===== config.mk =====
export PLATFORM = sky130hd
export DESIGN_NAME = intr_pc_ctrl
export DESIGN_NICKNAME = d
export VERILOG_FILES = /design/src/rtl/intr_pc_ctrl.sv
export SDC_FILE = /design/constraint.sdc
export NUM_CORES = 1
export LEC_CHECK = 0
export BUFFER_PORTS_ARGS = -buffer_cell sky130_fd_sc_hd__buf_2
export CAP_MARGIN = 20
export CORE_MARGIN = 1
export CORE_UTILIZATION = 53
export DETAILED_ROUTE_END_ITERATION = 12
export PLACE_DENSITY = 0.75
export RECOVER_POWER = 25
export SLEW_MARGIN = 10
export SYNTH_ARGS = -nofsm -noshare
export SYNTH_HDL_FRONTEND = slang
export SYNTH_SLANG_ARGS = --single-unit

===== constraint.sdc =====
create_clock -name clk -period 3.2 [get_ports clk]
set_clock_uncertainty 0.15 [all_clocks]
set_input_delay 0.16 -clock clk [delete_from_list [all_inputs] [get_ports clk]]
set_output_delay 0.16 -clock clk [all_outputs]
set_load 0.005 [all_outputs]

===== src/rtl/intr_pc_ctrl.sv =====
// intr_pc_ctrl: next-PC select, return-address LIFO and ISR entry/exit tracking.
// Optional INTR_MASK_EN adds ei/di inputs and the ie_o interrupt-enable output.
module intr_pc_ctrl #(
   parameter int            AW       = 10,
   parameter int            DEPTH    = 8,
   parameter logic [AW-1:0] RESET_PC = '0
) (
   input  logic          clk,
   input  logic          reset,
   input  logic [AW-1:0] pc_seq,
   input  logic [AW-1:0] pc_tgt,
   input  logic          jump,
   input  logic          call,
   input  logic          ret,
   input  logic          reti,
   input  logic          s_interrup,
   input  logic [AW-1:0] dir,
`ifdef INTR_MASK_EN
   input  logic          ei,
   input  logic          di,
   output logic          ie_o,
`endif
   output logic [AW-1:0] pc,
   output logic          fin,
   output logic          in_isr,
   output logic          stk_ovf,
   output logic          stk_unf
);

   localparam int             SPW     = $clog2(DEPTH + 1);
   localparam int             IW      = $clog2(DEPTH);
   localparam logic [SPW-1:0] SP_FULL = SPW'(DEPTH);

   logic [AW-1:0]  pc_q, pc_d;
   logic [AW-1:0]  vec_q, vec_d;
   logic [SPW-1:0] sp_q, sp_d;
   logic           in_isr_q, in_isr_d;
   logic           fin_q, fin_d;
   logic           pend_q, pend_d;
   logic           ovf_q, ovf_d;
   logic           unf_q, unf_d;
   logic [AW-1:0]  stack_q [DEPTH];

   logic           pop;
   logic           take_int;
   logic           push_en;
   logic [AW-1:0]  push_data;
   logic [AW-1:0]  nx;
   logic           ie_en;

   assign pop      = ret | reti;
   assign take_int = pend_q & ~call & ~pop;
   assign nx       = (call | jump) ? pc_tgt : pc_seq;

   // NOTE: every signal gets a default before any branch so no latch is inferred.
   always_comb begin
      pc_d      = pc_q;
      vec_d     = vec_q;
      sp_d      = sp_q;
      in_isr_d  = in_isr_q;
      fin_d     = 1'b0;
      pend_d    = pend_q;
      ovf_d     = ovf_q;
      unf_d     = unf_q;
      push_en   = 1'b0;
      push_data = '0;

      if (s_interrup && !pend_q && !in_isr_q && ie_en) begin
         pend_d = 1'b1;
         vec_d  = dir;
      end

      if (pop) begin
         if (sp_q == '0) begin
            pc_d  = pc_seq;
            unf_d = 1'b1;
         end else begin
            pc_d = stack_q[IW'(sp_q - SPW'(1))];
            sp_d = sp_q - SPW'(1);
         end
         if (reti && in_isr_q) begin
            in_isr_d = 1'b0;
            fin_d    = 1'b1;
         end
      end else if (take_int) begin
         push_en   = 1'b1;
         push_data = nx;
         pc_d      = vec_q;
         pend_d    = 1'b0;
         in_isr_d  = 1'b1;
      end else if (call) begin
         push_en   = 1'b1;
         push_data = pc_seq;
         pc_d      = pc_tgt;
      end else begin
         pc_d = nx;
      end

      // A push onto a full stack is dropped; the PC still moves.
      if (push_en) begin
         if (sp_q == SP_FULL) ovf_d = 1'b1;
         else                 sp_d  = sp_q + SPW'(1);
      end
   end

   always_ff @(posedge clk) begin
      if (reset) begin
         pc_q     <= RESET_PC;
         vec_q    <= '0;
         sp_q     <= '0;
         in_isr_q <= 1'b0;
         fin_q    <= 1'b0;
         pend_q   <= 1'b0;
         ovf_q    <= 1'b0;
         unf_q    <= 1'b0;
      end else begin
         pc_q     <= pc_d;
         vec_q    <= vec_d;
         sp_q     <= sp_d;
         in_isr_q <= in_isr_d;
         fin_q    <= fin_d;
         pend_q   <= pend_d;
         ovf_q    <= ovf_d;
         unf_q    <= unf_d;
      end
   end

   // NOTE: stack storage is deliberately not reset; sp_q alone says which entries are live.
   always_ff @(posedge clk) begin
      if (!reset && push_en && sp_q != SP_FULL)
         stack_q[IW'(sp_q)] <= push_data;
   end

`ifdef INTR_MASK_EN
   logic ie_q, ie_d;

   always_comb begin
      ie_d = ie_q;
      if (ei)       ie_d = 1'b1;
      if (di)       ie_d = 1'b0;
      if (take_int) ie_d = 1'b0;
      if (reti)     ie_d = 1'b1;
   end

   always_ff @(posedge clk) begin
      if (reset) ie_q <= 1'b0;
      else       ie_q <= ie_d;
   end

   assign ie_en = ie_q;
   assign ie_o  = ie_q;
`else
   assign ie_en = 1'b1;
`endif

   assign pc      = pc_q;
   assign fin     = fin_q;
   assign in_isr  = in_isr_q;
   assign stk_ovf = ovf_q;
   assign stk_unf = unf_q;

endmodule


==> results of run 1 <==
layout by cell type, fill, tap and decap left out, types with 4 or more instances in the layout:
cell                            count
sky130_fd_sc_hd__o21bai_1           6
sky130_fd_sc_hd__mux2_2             6
sky130_fd_sc_hd__clkbuf_8           9
sky130_fd_sc_hd__nor3b_1            4
sky130_fd_sc_hd__o22ai_1            6
sky130_fd_sc_hd__o311a_1            6
sky130_fd_sc_hd__nand2_1           12
sky130_fd_sc_hd__nor2b_1            7
sky130_fd_sc_hd__mux4_2             7
sky130_fd_sc_hd__and3_1             7
sky130_fd_sc_hd__a21oi_1            5
sky130_fd_sc_hd__inv_1              4
sky130_fd_sc_hd__mux2i_1           50
sky130_fd_sc_hd__a221oi_1           7
sky130_fd_sc_hd__o21ai_0            4
sky130_fd_sc_hd__buf_2             39
sky130_fd_sc_hd__buf_4             16
sky130_fd_sc_hd__dfxtp_1           29
sky130_fd_sc_hd__o32a_1             6
sky130_fd_sc_hd__nand2b_1           9
sky130_fd_sc_hd__clkbuf_1          13
sky130_fd_sc_hd__nor2_1            40
sky130_fd_sc_hd__dlygate4sd3_1     22
sky130_fd_sc_hd__a32oi_1            9
sky130_fd_sc_hd__nor3_1             5
sky130_fd_sc_hd__a22oi_1           22
sky130_fd_sc_hd__nand3_1            5
sky130_fd_sc_hd__edfxtp_1          80
power groups by stage:
stage	registers, mW	clock network, mW	logic (mW)
6_report	1.69	0.843	1.82
4_1_cts	1.69	0.865	1.84
3_5_place_dp	1.72	0	1.81
5_1_grt	1.70	0.914	1.97
3_3_place_gp	1.72	0	1.76
2_1_floorplan	1.71	0	1.44
flip-flops by register name (all words and copies together) (netlist names):
| signal | flops |
|---|---|
| in_isr | 1 |
| sp_q | 4 |
| pc | 10 |
| stk_unf | 1 |
| stk_ovf | 1 |
| stack_q | 80 |
| vec_q | 10 |
| pend_q | 1 |
| fin | 1 |
metrics by stage:
stage | hold WS, ns | setup WS, ns | area (sq um)
2_1_floorplan | 0.0893 | 0.179 | 5190
3_3_place_gp | 0.229 | 0.767 | 5580
3_5_place_dp | 0.238 | 0.662 | 5580
4_1_cts | 0.0824 | 0.634 | 6010
5_1_grt | 0.102 | 0.331 | 5980
6_report | 0.0994 | 0.466 | 5980
path summary, 6_finish.rpt:
path                   from            end  slack [ns]  cells after the start
setup reg to reg    sp_q[0]  stack_q[3][6]        0.47                      7
hold / removal    pc_tgt[0]          pc[0]         0.1                      4
setup / recovery    sp_q[0]  stack_q[3][6]        0.47                      7
hold reg to reg      in_isr            fin        0.34                      2
cells in the mapped netlist (all sizes together), types with 2 or more instances:
master  instances
a221oi          8
or3             4
ha              2
mux4            7
o22ai           6
o32a            6
a221o           2
nor2           41
buf            21
inv             4
clkbuf          9
a22oi          22
nor3            7
mux2i          50
a21oi           6
a21o            3
dfxtp          29
nor2b           7
o311a           6
or2             2
o21bai          6
edfxtp         80
or3b            2
nand2b          9
mux2            6
nor3b           4
nand2          12
nand3           5
a32oi           9
o21ai           7
and3            7
routing by layer:
layer  vias to the layer above  GRT usage [%]  routed length (um)
met1                      1692           32.5                5270
met4                         0           11.8                 280
met5                         -              0                   0
met3                        17           3.68                 753
li1                       1721              -                   -
met2                       154           38.2                5350
layout make-up:
type,count,area (sq um),area share (%)
clock inverter,7,86.3,1.44
multi-input combinational,261,2030,33.9
sequential,109,2980,49.9
clock buffer,9,124,2.07
timing repair buffer,90,584,9.77
inverter,4,15.0,0.251
tap,129,161,2.70
worst reg2reg max path, stage by stage (launching register included):
cell,delay (ns)
sky130_fd_sc_hd__dfxtp_1,0.35
sky130_fd_sc_hd__inv_1,0.19
sky130_fd_sc_hd__ha_1,0.41
sky130_fd_sc_hd__and3b_1,0.25
sky130_fd_sc_hd__or3_4,0.37
sky130_fd_sc_hd__or3_4,0.38
sky130_fd_sc_hd__nor2_1,0.14
sky130_fd_sc_hd__buf_4,0.21
logic make-up (layout without fill, tap and decap cells):
group / count (synthesis) / count (layout) / share of synthesized area (%)
DFF: 109 / 109 / 57.4
and+or+nand+nor: 105 / 105 / 10.7
AOI/OAI and AO/OA: 89 / 89 / 13.6
muxes: 63 / 63 / 14.0
buffers and inverters: 34 / 110 / 3.44
adders and majority gates: 2 / 2 / 0.482
xor gates and xnor gates: 2 / 2 / 0.337
==> tab_implementation.tex, run 1 <==
\begin{tabular}{lr}
\hline
Metric & Value \\
\hline
\multicolumn{2}{l}{\textbf{Clock network}} \\
Clock net sink count & $\sim$110 \\
Buffers inserted during post-CTS setup optimization & 0 \\
CTS resizes & 0 \\
Hold buffer count at CTS & 22 \\
CTS Buffer Depth & 2 \\
Number of buffers added by the clock tree synthesis step & 9 \\
Clock Latency Late Sink & 0.38 ns \\
Number of levels the H-tree was split into & 3 \\
Worst-path clk slew & $\sim$0.12 ns \\
CTS tree & done \\
Root Driver & sky130\_fd\_sc\_hd\_\_clkbuf\_8 \\
\multicolumn{2}{l}{\textbf{Run}} \\
Max Cap Viol & 0 \\
\multicolumn{2}{l}{\textbf{Critical path}} \\
Maximum net fanout on the critical path & 12 \\
Required time of the critical path & around 3.1 ns \\
Worst path bufs/invs & 2 \\
Most frequent cell on the critical path & sky130\_fd\_sc\_hd\_\_or3\_4 \\
Critical-path cell list & inv\_1 -> ha\_1 -> and3b\_1 -> or3\_4 -> or3\_4 -> nor2\_1 -> buf\_4 \\
Category of the worst setup path launch point & flop \\
Max stage delay on crit path & 0.41 ns \\
Crit Path Class & flop to flop \\
CP Data Arrival Time & roughly 2.7 ns \\
Delay-heaviest family, CP & simple AND/OR/NAND/NOR gates \\
Cell with the biggest individual delay on the critical path & sky130\_fd\_sc\_hd\_\_ha\_1 \\
Critical path endpoint category & flop \\
\multicolumn{2}{l}{\textbf{Routing}} \\
Ratio of routed vias to standard cells & around 5.9 \\
Overall via count from detail\_route & around 3.6k \\
Number of violations reported at the end of detailed-routing iteration 0 & between 200 and 300 \\
Pre-antenna DRT Iters & 4 \\
DRC viols & 0 \\
Drt total wl & roughly 12000 um \\
Post-detailed-route count of antenna-violating nets & 0 \\
WL per Instance & 19.1 um \\
\multicolumn{2}{l}{\textbf{Cells and area}} \\
Final Instance Count excl. Fillers & between 600 and 700 \\
Final antenna diode count & 0 \\
Post-route core utilization & between 60\% and 70\% \\
Final-layout fill cell count & $\sim$730 \\
Total Nets Final & 514 \\
Share of cells above drive strength 1 & a little under a fifth \\
Area Growth Syn to Fin & 15.2\% \\
\multicolumn{2}{l}{\textbf{STA}} \\
Relative slew slack & between 30\% and 40\% \\
Final worst-path cycle share & around 85\% \\
Max Slew Vio Count & 0 \\
Max Clock Freq & approximately 370 MHz \\
Period minus WS final & 2.73 ns \\
Setup\_tns & 0 ns \\
Hold Fails Final Rpt & 0 \\
Least-Margin Pin Slew & between 0.9 and 1 ns \\
Count of endpoints failing setup in the final report & 0 \\
Unrepaired setup endpoints after global routing & no \\
\multicolumn{2}{l}{\textbf{Synth}} \\
Yosys warns & 0 \\
Total of flip-flops plus latches after synthesis & approximately 110 \\
Most frequently used flop master after synthesis & sky130\_fd\_sc\_hd\_\_edfxtp\_1 \\
Synth area leader & sky130\_fd\_sc\_hd\_\_edfxtp\_1 \\
Post-synthesis async set-or-reset flop share & 0\% \\
Syn Area/Cell & 12.9 sq um \\
Sequential fraction of the synthesis area & between 50\% and 60\% \\
Proportion of netlist area held by the largest area contributor & a little under half \\
Synth Cell Area & between 5000 and 6000 sq um \\
Count of flip-flops with a built-in enable after synthesis & 80 \\
Area contributors post-synth & sky130\_fd\_sc\_hd\_\_edfxtp\_1 (46\%), sky130\_fd\_sc\_hd\_\_dfxtp\_1 (11\%), sky130\_fd\_sc\_hd\_\_mux2i\_1 (9.6\%) \\
Net count after synthesis & around 440 \\
Synth cell types & 56 \\
Gate count of the mapped netlist & 404 \\
\multicolumn{2}{l}{\textbf{Global route}} \\
Maximum number of pins on one net before global-route repair & 35 \\
Overflow left after global routing & 0 \\
Vias in the first global route & $\sim$3.5k \\
Total track usage & 24.1\% \\
Antenna violations before repair & 0 \\
First-pass GRT wire length & roughly 18000 um \\
\multicolumn{2}{l}{\textbf{Floorplanning}} \\
Total Die Area & roughly 10000 sq um \\
Starting density of the core & $\sim$55\% \\
Number of placed I/O pins & 51 \\
Die X & 101 um \\
Core Footprint & 9370 sq um \\
Floorplan row count & 35 \\
Die height & roughly 100 um \\
\multicolumn{2}{l}{\textbf{Placement}} \\
Final weighted congestion of routability-driven global placement & roughly 0.8 \\
Final HPWL from detailed placement & roughly 8300 um \\
Placed Instances & $\sim$570 \\
Port Buffer Count & 50 \\
\multicolumn{2}{l}{\textbf{Power and ir drop}} \\
Switching share of power & $\sim$37\% \\
P\_leak & around 2.2 nW \\
Cell-internal power & between 2 and 3 mW \\
Total power & around 4.4 mW \\
Power per standard cell area & approximately 730 nW/um\^{}2 \\
Largest vdd supply drop & around 520 uV \\
Clock group share of total power & 19.4\% \\
Flop pwr share & a little under 40\% \\
Combinational share of power & about two fifths \\
Total net switching power & 1.61 mW \\
\multicolumn{2}{l}{\textbf{Status}} \\
Status & finished clean \\
\multicolumn{2}{l}{\textbf{Hold path}} \\
Min-delay worst type & primary input to flop \\
\hline
\end{tabular}
No activity file was read; power rests on OpenSTA's default activity.
==> run 2: changes to the inputs <==
Settings changed: CORE_UTILIZATION 53 to 35, PLACE_DENSITY 0.75 to 0.51.
Clock period 3.2 ns to 2.9 ns, I/O delays scaled along.
==> tab_implementation.tex, run 2 (same netlist as run 1, synthesis figures left out) <==
\begin{tabular}{lr}
\hline
Metric & Value \\
\hline
\multicolumn{2}{l}{\textbf{STA}} \\
Fin Hold WS & 0.0224 ns (-0.0770 ns) \\
Count of endpoints failing setup in the final report & 0 (unchanged) \\
Relative slew slack & 29.6\% (-3.8 points) \\
Final worst-path cycle share & 93.0\% (+7.6 points) \\
Hold Fails Final Rpt & 0 (unchanged) \\
Unrepaired setup endpoints after global routing & no \\
Period minus WS final & 2.70 ns (-0.0361 ns) \\
Least-Margin Pin Slew & 1.05 ns (+0.0542 ns) \\
Max Clock Freq & 371 MHz (+1.3\%) \\
Final worst setup slack & 0.202 ns (-0.264 ns) \\
Max Slew Vio Count & 0 (unchanged) \\
\multicolumn{2}{l}{\textbf{Placement}} \\
Final weighted congestion of routability-driven global placement & 0.859 (+5.2\%) \\
Final HPWL from detailed placement & 10000 um (+21\%) \\
Worst-case setup slack after placement & 0.373 ns (-0.289 ns) \\
Port Buffer Count & 50 (unchanged) \\
\multicolumn{2}{l}{\textbf{Floorplanning}} \\
Core Footprint & 14500 sq um (+54\%) \\
Floorplan row count & 44 (+26\%) \\
Die height & 124 um (+23\%) \\
Total Die Area & 15300 sq um (+50\%) \\
Number of placed I/O pins & 51 (unchanged) \\
Die X & 124 um (+23\%) \\
Starting density of the core & 35.9\% (-20 points) \\
\multicolumn{2}{l}{\textbf{Critical path}} \\
Reg2Reg Setup Slack & 0.20 ns (-0.26 ns) \\
Crit Reg-Reg Endpoint & stack\_q[2][8] \\
Origin of the worst setup path & sp\_q[0] \\
Critical path endpoint category & flop \\
Category of the worst setup path launch point & flop \\
Crit Path Class & flop to flop \\
Startpoint of the most critical register-to-register path & sp\_q[0] \\
CP Data Arrival Time & 2.58 ns (-0.10 ns) \\
Maximum net fanout on the critical path & 10 (-2) \\
Depth of the worst register-to-register path & 7 (unchanged) \\
Required time of the critical path & 2.79 ns (-0.35 ns) \\
\multicolumn{2}{l}{\textbf{Hold path}} \\
Startpoint of the lowest-slack hold path & s\_interrup \\
Hold Crit Depth & 4 (unchanged) \\
Hold-critical path endpoint & pend\_q \\
Min-delay worst type & primary input to flop \\
\multicolumn{2}{l}{\textbf{Routing}} \\
Post-detailed-route count of antenna-violating nets & 0 (unchanged) \\
Drt total wl & 13800 um (+18\%) \\
Ratio of routed vias to standard cells & 5.37 (-8.8\%) \\
WL per Instance & 20.5 um (+7.1\%) \\
DRC viols & 0 (unchanged) \\
Detailed route wirelength on metal3 & 899 um (+19\%) \\
Number of violations reported at the end of detailed-routing iteration 0 & 303 (+19\%) \\
Routed metal-1 wirelength & 6360 um (+21\%) \\
Routed length on met2 & 6290 um (+17\%) \\
Overall via count from detail\_route & 3614 (+0.84\%) \\
Pre-antenna DRT Iters & 4 (unchanged) \\
Top routing layer in use & met4 \\
\multicolumn{2}{l}{\textbf{Cells and area}} \\
Final-layout fill cell count & 1373 (+88\%) \\
Flip-flop and latch area & 2980 sq um (unchanged) \\
Most frequent standard cell in the layout excluding fill and tap cells & sky130\_fd\_sc\_hd\_\_edfxtp\_1 \\
Area of the multi-input gates & 2010 sq um (-1.1\%) \\
Most frequent cells in the layout & sky130\_fd\_sc\_hd\_\_edfxtp\_1 (80), sky130\_fd\_sc\_hd\_\_mux2i\_1 (50), sky130\_fd\_sc\_hd\_\_nor2\_1 (40) \\
Area Growth Syn to Fin & 18.5\% \\
Final antenna diode count & 0 (unchanged) \\
Total Nets Final & 523 (+1.8\%) \\
Largest Register & stack\_q \\
Number of flip-flops under the largest register name & 80 (unchanged) \\
Share of cells above drive strength 1 & 20.0\% (+0.87 points) \\
\multicolumn{2}{l}{\textbf{Power and ir drop}} \\
Combinational share of power & 41.4\% (-0.4 points) \\
Flop pwr share & 35.7\% (-3.2 points) \\
Switching share of power & 36.0\% (-0.88 points) \\
Total net switching power & 1.88 mW (+17\%) \\
Power per standard cell area & 846 nW/um\^{}2 (+16\%) \\
Largest vdd supply drop & 344 uV (-34\%) \\
Cell-internal power & 3.33 mW (+21\%) \\
Total power & 5.21 mW (+20\%) \\
Clock group share of total power & 22.9\% (+3.5 points) \\
P\_leak & 2.26 nW (+2.7\%) \\
\multicolumn{2}{l}{\textbf{Clock network}} \\
Clock net sink count & 109 (unchanged) \\
CTS Buffer Depth & 2 (unchanged) \\
Root Driver & sky130\_fd\_sc\_hd\_\_clkbuf\_16 \\
Worst-path clk slew & 0.07 ns (-0.05 ns) \\
CTS tree & done \\
Number of levels the H-tree was split into & 3 (unchanged) \\
Number of buffers added by the clock tree synthesis step & 9 (unchanged) \\
Buffers inserted during post-CTS setup optimization & 0 (unchanged) \\
CTS resizes & 0 (unchanged) \\
Clock Latency Late Sink & 0.36 ns (-0.02 ns) \\
Hold buffer count at CTS & 19 (-14\%) \\
\multicolumn{2}{l}{\textbf{Global route}} \\
Antenna violations before repair & 0 (unchanged) \\
First-pass GRT wire length & 20600 um (+13\%) \\
Maximum number of pins on one net before global-route repair & 35 (unchanged) \\
Vias in the first global route & 3523 (+0.14\%) \\
Overflow left after global routing & 0 (unchanged) \\
Total track usage & 18.8\% (-5.2 points) \\
\multicolumn{2}{l}{\textbf{Status}} \\
Status & finished clean \\
\multicolumn{2}{l}{\textbf{Run}} \\
Max Cap Viol & 0 (unchanged) \\
\hline
\end{tabular}
run 2: power groups by stage:
stage	combinational (mW)	sequential [mW]	clock, mW
floorplan	1.59	1.88	0
global placement	2.15	1.90	0
detailed placement	2.16	1.90	0
CTS	2.19	1.86	1.22
global route	2.34	1.87	1.28
finish	2.16	1.86	1.19
run 2: final cells by class:
| type | instances | share of cell area, % |
|---|---|---|
| Inverter | 4 | 0.244 |
| Sequential cell | 109 | 48.5 |
| Timing Repair Buffer | 99 | 10.4 |
| Multi-Input combinational cell | 261 | 32.6 |
| Clock inverter | 7 | 0.915 |
| Clock buffer | 9 | 3.66 |
| Tap cell | 184 | 3.74 |
run 2: stage by stage:
| stage | util [%] | instance area, sq um | TNS [ns] | std cells |
|---|---|---|---|---|
| after global routing | 42.5 | 6150 | 0 | 673 |
| final | 42.5 | 6150 | 0 | 673 |
| after CTS | 42.9 | 6210 | 0 | 673 |
| after detailed placement | 39.7 | 5740 | 0 | 638 |
| after floorplan | - | 5190 | -8.81 | 404 |
| after global placement | 39.7 | 5740 | 0 | 638 |
run 2: critical path, stage by stage (launching register included):
cell and delay (ns):
sky130_fd_sc_hd__dfxtp_1 0.35, sky130_fd_sc_hd__inv_2 0.12, sky130_fd_sc_hd__ha_2 0.21, sky130_fd_sc_hd__and3b_1 0.17
sky130_fd_sc_hd__or3_1 0.40, sky130_fd_sc_hd__or3_1 0.46, sky130_fd_sc_hd__nor3_1 0.20, sky130_fd_sc_hd__clkbuf_2 0.30
run 2: worst max-delay path by stage:
stage / endpoint / slack, ns / cells after the start
final: stack_q[2][8] / 0.20 / 7
after global routing: stack_q[2][7] / 0.10 / 7
after CTS: pc[7] / 0.35 / 7
after detailed placement: pc[7] / 0.37 / 7
after global placement: pc[7] / 0.47 / 7
after floorplan: stack_q[3][0] / -0.12 / 9
run 2: routing by layer:
| layer | global-route usage [%] | vias up |
|---|---|---|
| li1 | - | 1741 |
| met1 | 25.5 | 1749 |
| met2 | 30.3 | 108 |
| met3 | 3.71 | 16 |
| met4 | 6.02 | 0 |
| met5 | 0 | - |
